### config.mk
export PLATFORM = sky130hd
export DESIGN_NAME = rgb2hsv_stream
export DESIGN_NICKNAME = d
export VERILOG_FILES = /design/src/rtl/rgb2hsv_pkg.sv /design/src/rtl/hsv_div_pipe.sv /design/src/rtl/rgb2hsv_stream.sv
export SDC_FILE = /design/constraint.sdc
export NUM_CORES = 2
export LEC_CHECK = 0
export ABC_AREA = 1
export CORE_ASPECT_RATIO = 1.5
export CORE_UTILIZATION = 48
export DETAILED_ROUTE_END_ITERATION = 7
export SLEW_MARGIN = 20
export SYNTH_ARGS = -nofsm -noshare
export SYNTH_HDL_FRONTEND = slang
export SYNTH_SLANG_ARGS = --single-unit
### constraint.sdc
create_clock -name clk -period 76.3 [get_ports clk]
set_clock_uncertainty 0.05 [all_clocks]
set_input_delay 19.075 -clock clk [delete_from_list [all_inputs] [get_ports clk]]
set_output_delay 19.075 -clock clk [all_outputs]
set_load 0.01 [all_outputs]
### src/rtl/rgb2hsv_pkg.sv
// Shared types and constants for the streaming RGB to HSV converter.
package rgb2hsv_pkg;

  typedef enum logic [1:0] {
    SEC_GRAY = 2'd0,
    SEC_R    = 2'd1,
    SEC_G    = 2'd2,
    SEC_B    = 2'd3
  } sector_e;

  localparam int unsigned HUE_W    = 9;
  localparam int unsigned HUE_FULL = 360;

  // Quotient width: wide enough for hue up to 360 and saturation up to 2^SF.
  function automatic int unsigned qw(input int unsigned sf);
    return (sf + 1 > HUE_W) ? sf + 1 : HUE_W;
  endfunction

endpackage

### src/rtl/hsv_div_pipe.sv
// Pipelined restoring divider: one quotient bit per stage, MSB first, with a
// tag and valid bit travelling alongside each operand pair.
module hsv_div_pipe #(
  parameter int unsigned NW   = 18,
  parameter int unsigned DENW = 9,
  parameter int unsigned QW   = 9,
  parameter int unsigned TW   = 1
) (
  input  logic            clk,
  input  logic            reset_b,
  input  logic            en,
  input  logic            in_vld,
  input  logic [NW-1:0]   in_num,
  input  logic [DENW-1:0] in_den,
  input  logic [TW-1:0]   in_tag,
  output logic            out_vld,
  output logic [QW-1:0]   out_quo,
  output logic [TW-1:0]   out_tag
);

  localparam int unsigned CW = (NW > DENW + QW) ? NW : DENW + QW;

  logic [QW-1:0]            vld_q;
  logic [QW-1:0][QW-1:0]    quo_q;
  logic [QW-1:0][TW-1:0]    tag_q;
  logic [QW-2:0][NW-1:0]    rem_q;
  logic [QW-2:0][DENW-1:0]  den_q;

  logic [QW-1:0]            vld_c;
  logic [QW-1:0][NW-1:0]    rem_c;
  logic [QW-1:0][DENW-1:0]  den_c;
  logic [QW-1:0][QW-1:0]    quo_c;
  logic [QW-1:0][TW-1:0]    tag_c;
  logic [QW-1:0][CW-1:0]    den_sh;
  logic [QW-1:0]            fits;
  logic [QW-1:0][QW-1:0]    quo_n;
  logic [QW-2:0][NW-1:0]    rem_n;

  // Stage j decides quotient bit QW-1-j against the divisor shifted to that weight.
  always_comb begin
    vld_c  = {vld_q[QW-2:0], in_vld};
    rem_c  = '0;
    den_c  = '0;
    quo_c  = '0;
    tag_c  = '0;
    den_sh = '0;
    fits   = '0;
    quo_n  = '0;
    rem_n  = '0;
    rem_c[0] = in_num;
    den_c[0] = in_den;
    tag_c[0] = in_tag;
    for (int unsigned j = 1; j < QW; j++) begin
      rem_c[j] = rem_q[j-1];
      den_c[j] = den_q[j-1];
      quo_c[j] = quo_q[j-1];
      tag_c[j] = tag_q[j-1];
    end
    for (int unsigned j = 0; j < QW; j++) begin
      den_sh[j] = CW'(den_c[j]) << (QW - 1 - j);
      fits[j]   = CW'(rem_c[j]) >= den_sh[j];
      quo_n[j]  = quo_c[j] | (fits[j] ? (QW'(1) << (QW - 1 - j)) : '0);
    end
    for (int unsigned j = 0; j < QW - 1; j++) begin
      rem_n[j] = fits[j] ? NW'(CW'(rem_c[j]) - den_sh[j]) : rem_c[j];
    end
  end

  always_ff @(posedge clk) begin
    if (!reset_b) begin
      vld_q <= '0;
    end else if (en) begin
      vld_q <= vld_c;
    end
  end

  always_ff @(posedge clk) begin
    if (en) begin
      quo_q <= quo_n;
      tag_q <= tag_c;
      rem_q <= rem_n;
      den_q <= den_c[QW-2:0];
    end
  end

  assign out_vld = vld_q[QW-1];
  assign out_quo = quo_q[QW-1];
  assign out_tag = tag_q[QW-1];

endmodule

### src/rtl/rgb2hsv_stream.sv
// Fully pipelined RGB to HSV converter with valid/ready backpressure and a
// sideband field that travels with each pixel.
module rgb2hsv_stream
  import rgb2hsv_pkg::*;
#(
  parameter int unsigned DW = 8,
  parameter int unsigned SF = 11,
  parameter int unsigned UW = 2
) (
  input  logic             clk,
  input  logic             reset_b,
  input  logic             in_valid,
  output logic             in_ready,
  input  logic [DW-1:0]    in_r,
  input  logic [DW-1:0]    in_g,
  input  logic [DW-1:0]    in_b,
  input  logic [UW-1:0]    in_user,
  output logic             out_valid,
  input  logic             out_ready,
  output logic [HUE_W-1:0] out_h,
  output logic [SF-1:0]    out_s,
  output logic [DW-1:0]    out_v,
  output logic [UW-1:0]    out_user
);

  localparam int unsigned QW   = qw(SF);
  localparam int unsigned NUMW = DW + 3;
  localparam int unsigned HNW  = DW + 10;
  localparam int unsigned HDW  = DW + 1;
  localparam int unsigned SNW  = DW + SF;
  localparam int unsigned TW   = 2 + DW + UW + 1;
  localparam logic [QW-1:0] S_ONE = QW'(1) << SF;

  logic adv;
  assign adv      = out_ready || !out_valid;
  assign in_ready = adv && reset_b;

  // Stage 0: capture pixel, classify sector
  logic [DW-1:0] c_max, c_min;
  sector_e       c_sec;

  always_comb begin
    c_max = in_r;
    if (in_g > c_max) c_max = in_g;
    if (in_b > c_max) c_max = in_b;
    c_min = in_r;
    if (in_g < c_min) c_min = in_g;
    if (in_b < c_min) c_min = in_b;
    c_sec = SEC_B;
    if (c_max == c_min)    c_sec = SEC_GRAY;
    else if (in_r == c_max) c_sec = SEC_R;
    else if (in_g == c_max) c_sec = SEC_G;
  end

  logic          s0_vld;
  logic [DW-1:0] s0_r, s0_g, s0_b, s0_max, s0_min;
  sector_e       s0_sec;
  logic [UW-1:0] s0_user;

  always_ff @(posedge clk) begin
    if (!reset_b) begin
      s0_vld <= 1'b0;
    end else if (adv) begin
      s0_vld <= in_valid;
    end
  end

  always_ff @(posedge clk) begin
    if (adv) begin
      s0_r    <= in_r;
      s0_g    <= in_g;
      s0_b    <= in_b;
      s0_max  <= c_max;
      s0_min  <= c_min;
      s0_sec  <= c_sec;
      s0_user <= in_user;
    end
  end

  // Stage 1: hue numerator lands in [0, 6*delta); the +delta term makes the
  // later floor division round half-up.
  logic [DW-1:0]   c_delta;
  logic [NUMW-1:0] c_num;
  logic [HNW-1:0]  c_hnum;
  logic [HDW-1:0]  c_hden;
  logic [SNW-1:0]  c_snum;
  logic [DW-1:0]   c_sden;
  logic [TW-1:0]   c_tag;

  always_comb begin
    c_delta = s0_max - s0_min;
    c_num   = '0;
    case (s0_sec)
      SEC_R:   c_num = (s0_g >= s0_b) ? NUMW'(s0_g - s0_b)
                                      : NUMW'(6) * NUMW'(c_delta) - NUMW'(s0_b - s0_g);
      SEC_G:   c_num = NUMW'(2) * NUMW'(c_delta) + NUMW'(s0_b) - NUMW'(s0_r);
      SEC_B:   c_num = NUMW'(4) * NUMW'(c_delta) + NUMW'(s0_r) - NUMW'(s0_g);
      default: c_num = '0;
    endcase
    c_hnum = HNW'(120) * HNW'(c_num) + HNW'(c_delta);
    c_hden = (c_delta == '0) ? HDW'(1) : {c_delta, 1'b0};
    c_snum = {c_delta, {SF{1'b0}}};
    c_sden = (s0_max == '0) ? DW'(1) : s0_max;
    c_tag  = {s0_sec, s0_max, s0_user, (s0_max == '0)};
  end

  logic           s1_vld;
  logic [HNW-1:0] s1_hnum;
  logic [HDW-1:0] s1_hden;
  logic [SNW-1:0] s1_snum;
  logic [DW-1:0]  s1_sden;
  logic [TW-1:0]  s1_tag;

  always_ff @(posedge clk) begin
    if (!reset_b) begin
      s1_vld <= 1'b0;
    end else if (adv) begin
      s1_vld <= s0_vld;
    end
  end

  always_ff @(posedge clk) begin
    if (adv) begin
      s1_hnum <= c_hnum;
      s1_hden <= c_hden;
      s1_snum <= c_snum;
      s1_sden <= c_sden;
      s1_tag  <= c_tag;
    end
  end

  logic          hq_vld, sq_vld;
  logic [QW-1:0] hq, sq;
  logic [TW-1:0] hq_tag;
  logic          sat_tag_unused;

  hsv_div_pipe #(
    .NW   (HNW),
    .DENW (HDW),
    .QW   (QW),
    .TW   (TW)
  ) u_hue_div (
    .clk     (clk),
    .reset_b (reset_b),
    .en      (adv),
    .in_vld  (s1_vld),
    .in_num  (s1_hnum),
    .in_den  (s1_hden),
    .in_tag  (s1_tag),
    .out_vld (hq_vld),
    .out_quo (hq),
    .out_tag (hq_tag)
  );

  hsv_div_pipe #(
    .NW   (SNW),
    .DENW (DW),
    .QW   (QW),
    .TW   (1)
  ) u_sat_div (
    .clk     (clk),
    .reset_b (reset_b),
    .en      (adv),
    .in_vld  (s1_vld),
    .in_num  (s1_snum),
    .in_den  (s1_sden),
    .in_tag  (1'b0),
    .out_vld (sq_vld),
    .out_quo (sq),
    .out_tag (sat_tag_unused)
  );

  // Final stage: hue wrap, gray override, saturation clamp
  logic [1:0]       f_sec;
  logic [DW-1:0]    f_v;
  logic [UW-1:0]    f_user;
  logic             f_zmax;
  logic [HUE_W-1:0] f_h;
  logic [SF-1:0]    f_s;

  assign {f_sec, f_v, f_user, f_zmax} = hq_tag;

  always_comb begin
    f_h = hq[HUE_W-1:0];
    if (f_sec == SEC_GRAY || hq == QW'(HUE_FULL)) f_h = '0;
    f_s = sq[SF-1:0];
    if (f_zmax)           f_s = '0;
    else if (sq >= S_ONE) f_s = '1;
  end

  always_ff @(posedge clk) begin
    if (!reset_b) begin
      out_valid <= 1'b0;
      out_h     <= '0;
      out_s     <= '0;
      out_v     <= '0;
      out_user  <= '0;
    end else if (adv) begin
      out_valid <= hq_vld && sq_vld;
      out_h     <= f_h;
      out_s     <= f_s;
      out_v     <= f_v;
      out_user  <= f_user;
    end
  end

endmodule

==> results.toml <==
[floorplanning]
floorplan.initialDensity_pct = 48.4
rows = 141
die_area_sq_um = 101000
top_level_ports = 62
core-area_sq_um = 98600
fp.dieW_um = 260
die_h_um = 388

[timing]
setup_tns_ns = 0
final.min_clock_period_ns = 40.41
max_slew_margin_pct = 26.5
finalSetupViolCount = 0
hold_viol = 0
period_share_pct = 53.0
rsz0062_at_grt = "no"
tightestPinTransition_ns = 1.10
fmax_mhz = 24.7
drv_slew = 0

[synthesis]
syn_avg_cell_area_sq_um = 11.5
synth-xor-area-share_pct = 4.66
ys_seq_area_share_pct = 60.8
ys_types = 73
synth.net_count = 4547
ys_warn_count = 0
synth_area_leaders = "edfxtp_1 59%, ha_1 8.1%, nand2_1 4.8%, inv_1 4.7%, xor2_1 3.0%"
async_flop_share_pct = 0
synth-edff-count = 937
synth-simple-area-share_pct = 11.0
synth_seq_cells = 982
synthCells = 4152
synth_mux_area_share_pct = 0.0707
synthFlopType = "edfxtp_1"
synth_top_area_share_pct = 58.9
synth_top_family_by_area = "simple AND/OR/NAND/NOR gates"
yosysTopAreaCell = "edfxtp_1"
yosys.area_share.adder_pct = 10.5
synth_compound_area_share_pct = 7.71
syn-cell-area_sq_um = 47800

[final_layout]
nets = 4659
antennaDiodeCount = 0
layout-drive-gt1-share_pct = 5.21
fill_cells = 8396
area_growth_pct = 10.6

[setup_path]
cp.required_ns = 57.17
critical_path.top_delay_family = "buffers and inverters"
start_kind = "primary input"
cp_max_fo = 34
cp_num_buf_inv = 3
critPathMostFrequentCell = "clkdlybuf4s50_1"
end_kind = "output pin"
crit_arrival_ns = 21.28
worstSetupPathType = "primary input to output pin"
max_stage_delay_ns = 1.06
cp_slowest_cell = "clkdlybuf4s50_1"
path_cells = "clkdlybuf4s50_1, inv_1, nor2_1, clkdlybuf4s50_1"

[worst_hold_path]
hold_path.class = "flop to flop"

[place]
place.port_buffers = 61
gp_congestion = 0.899
hpwl_um = 60800

[global_routing]
grt_pass1_vias = 28200
grt_usage_pct = 16.4
grt_pass1_wl_um = 132000
grt_overflow_total = 0
grt_max_degree = 204
antenna_found_initial = 0

[cts]
cts_root_buffer = "clkbuf_16"
cts_setup_buffers = 0
ctsResizeCount = 0
cts_made_buffers = 92
clk_latency_ns = 0.68
clock-sinks = 982
h-tree-depth = 3
cts_hold_buf = 0
cts_tree = "done"
clk_pin_slew_worst_paths_ns = 0.06
cts_buffer_depth = 3

[job]
timing.max_cap.violations = 0

[detailed_routing]
vias = 28200
ant_nets = 0
first_iter_violations = 1300
viasPerCell = 5.01
drc = 0
first_pass_iters = 5
wirelength_um = 82200
wl_per_cell_um = 14.6

[status]
status = "completed"
[cells in the final DEF, fill, tap and decap left out, drive strengths merged, types with 45 or more instances in the layout]
cell,count
a21oi,264
clkbuf,113
clkdlybuf4s50,61
clkinv,45
dfxtp,45
edfxtp,937
fa,57
ha,308
inv,609
nand2,615
nand3,129
nor2,330
o21ai,312
xnor2,86
xor2,164
[state kept, by name, indices dropped and copies added (netlist names), 11 cells and up]
name / cells
u_sat_div.rem_c: 143
u_hue_div.vld_q: 12
u_sat_div.quo_c: 66
u_hue_div.tag_c: 143
u_hue_div.rem_c: 198
s1_tag: 13
u_hue_div.den_c: 99
u_hue_div.out_quo: 12
u_hue_div.quo_c: 66
out_s: 11
u_sat_div.den_c: 88
u_hue_div.out_tag: 13
u_sat_div.out_quo: 12
s1_hnum: 18
[cell families (layout without fill, tap and decap cells)]
| family | count (synthesis) | after routing |
|---|---|---|
| and+or+nand+nor | 1222 | 1222 |
| DFF | 982 | 982 |
| AOI/OAI and AO/OA | 669 | 669 |
| buffers and inverters | 661 | 849 |
| adders and majority gates | 365 | 365 |
| xor gates and xnor gates | 250 | 250 |
| muxes | 3 | 3 |
[cells in the mapped netlist, drive strengths merged (3+ instances only)]
library cell  number
edfxtp           937
nand2            615
inv              604
nor2             330
o21ai            312
ha               308
a21oi            264
xor2             164
nand3            129
xnor2             86
fa                57
clkbuf            45
dfxtp             45
nor3              36
nor4              33
nand4             24
or2               17
a31oi             15
o21bai            14
nand3b            12
a21o              11
buf               10
o211ai             8
o31ai              8
a211oi             7
and2               7
and3               6
or4                5
a21boi             4
a41oi              4
nor4b              4
o22ai              4
a2111oi            3
mux2               3
o2111ai            3
o21a               3
o311ai             3
[routing by layer]
layer	part of all wire [%]	track usage, %	wire (um)	vias up
met1	34	14.6	28100	13100
met2	58	33.4	47300	384
met4	5.6	9.87	4580	0
li1	-	-	-	14500
met3	2.7	2.39	2220	205
met5	0	0	0	-
[path summary, 6_finish.rpt]
kind | startpoint | to | slack (ns) | cells past startpoint
worst max-delay path | reset_b | in_ready | 35.89 | 4
worst min register to register | u_hue_div.tag_c[66]$_DFFE_PN_ | u_hue_div.tag_c[79]$_DFFE_PN_ | 0.35 | 0
worst max register to register | s0_max[0]$_DFFE_PN_ | s1_hnum[15]$_DFFE_PN_ | 68.87 | 33
worst min-delay path | u_hue_div.tag_c[66]$_DFFE_PN_ | u_hue_div.tag_c[79]$_DFFE_PN_ | 0.35 | 0
[layout make-up]
cell class | instances | area, sq um | area share, %
flip-flops and latches | 982 | 29000 | 55.0
multi-input cells | 2509 | 16200 | 30.7
clock buffers | 113 | 2420 | 4.58
inverters | 606 | 2280 | 4.32
well taps | 1287 | 1610 | 3.05
repair buffers | 73 | 729 | 1.38
clock inverters | 57 | 520 | 0.985
[metrics by stage]
| stage | instances | hold slack [ns] | cell area [sq um] | util (%) | worst slack (ns) |
|---|---|---|---|---|---|
| floorplan | 4152 | 0.350 | 47800 | - | 29.75 |
| global placement | 5457 | 0.351 | 49900 | 50.6 | 35.89 |
| detailed placement | 5457 | 0.355 | 49900 | 50.6 | 35.91 |
| CTS | 5627 | 0.351 | 52800 | 53.6 | 35.90 |
| global route | 5627 | 0.355 | 52800 | 53.6 | 35.74 |
| finish | 5627 | 0.353 | 52800 | 53.6 | 35.89 |
Power is not shown: default switching activity piles up to over one toggle a cycle in this logic, so the estimate is an artifact.
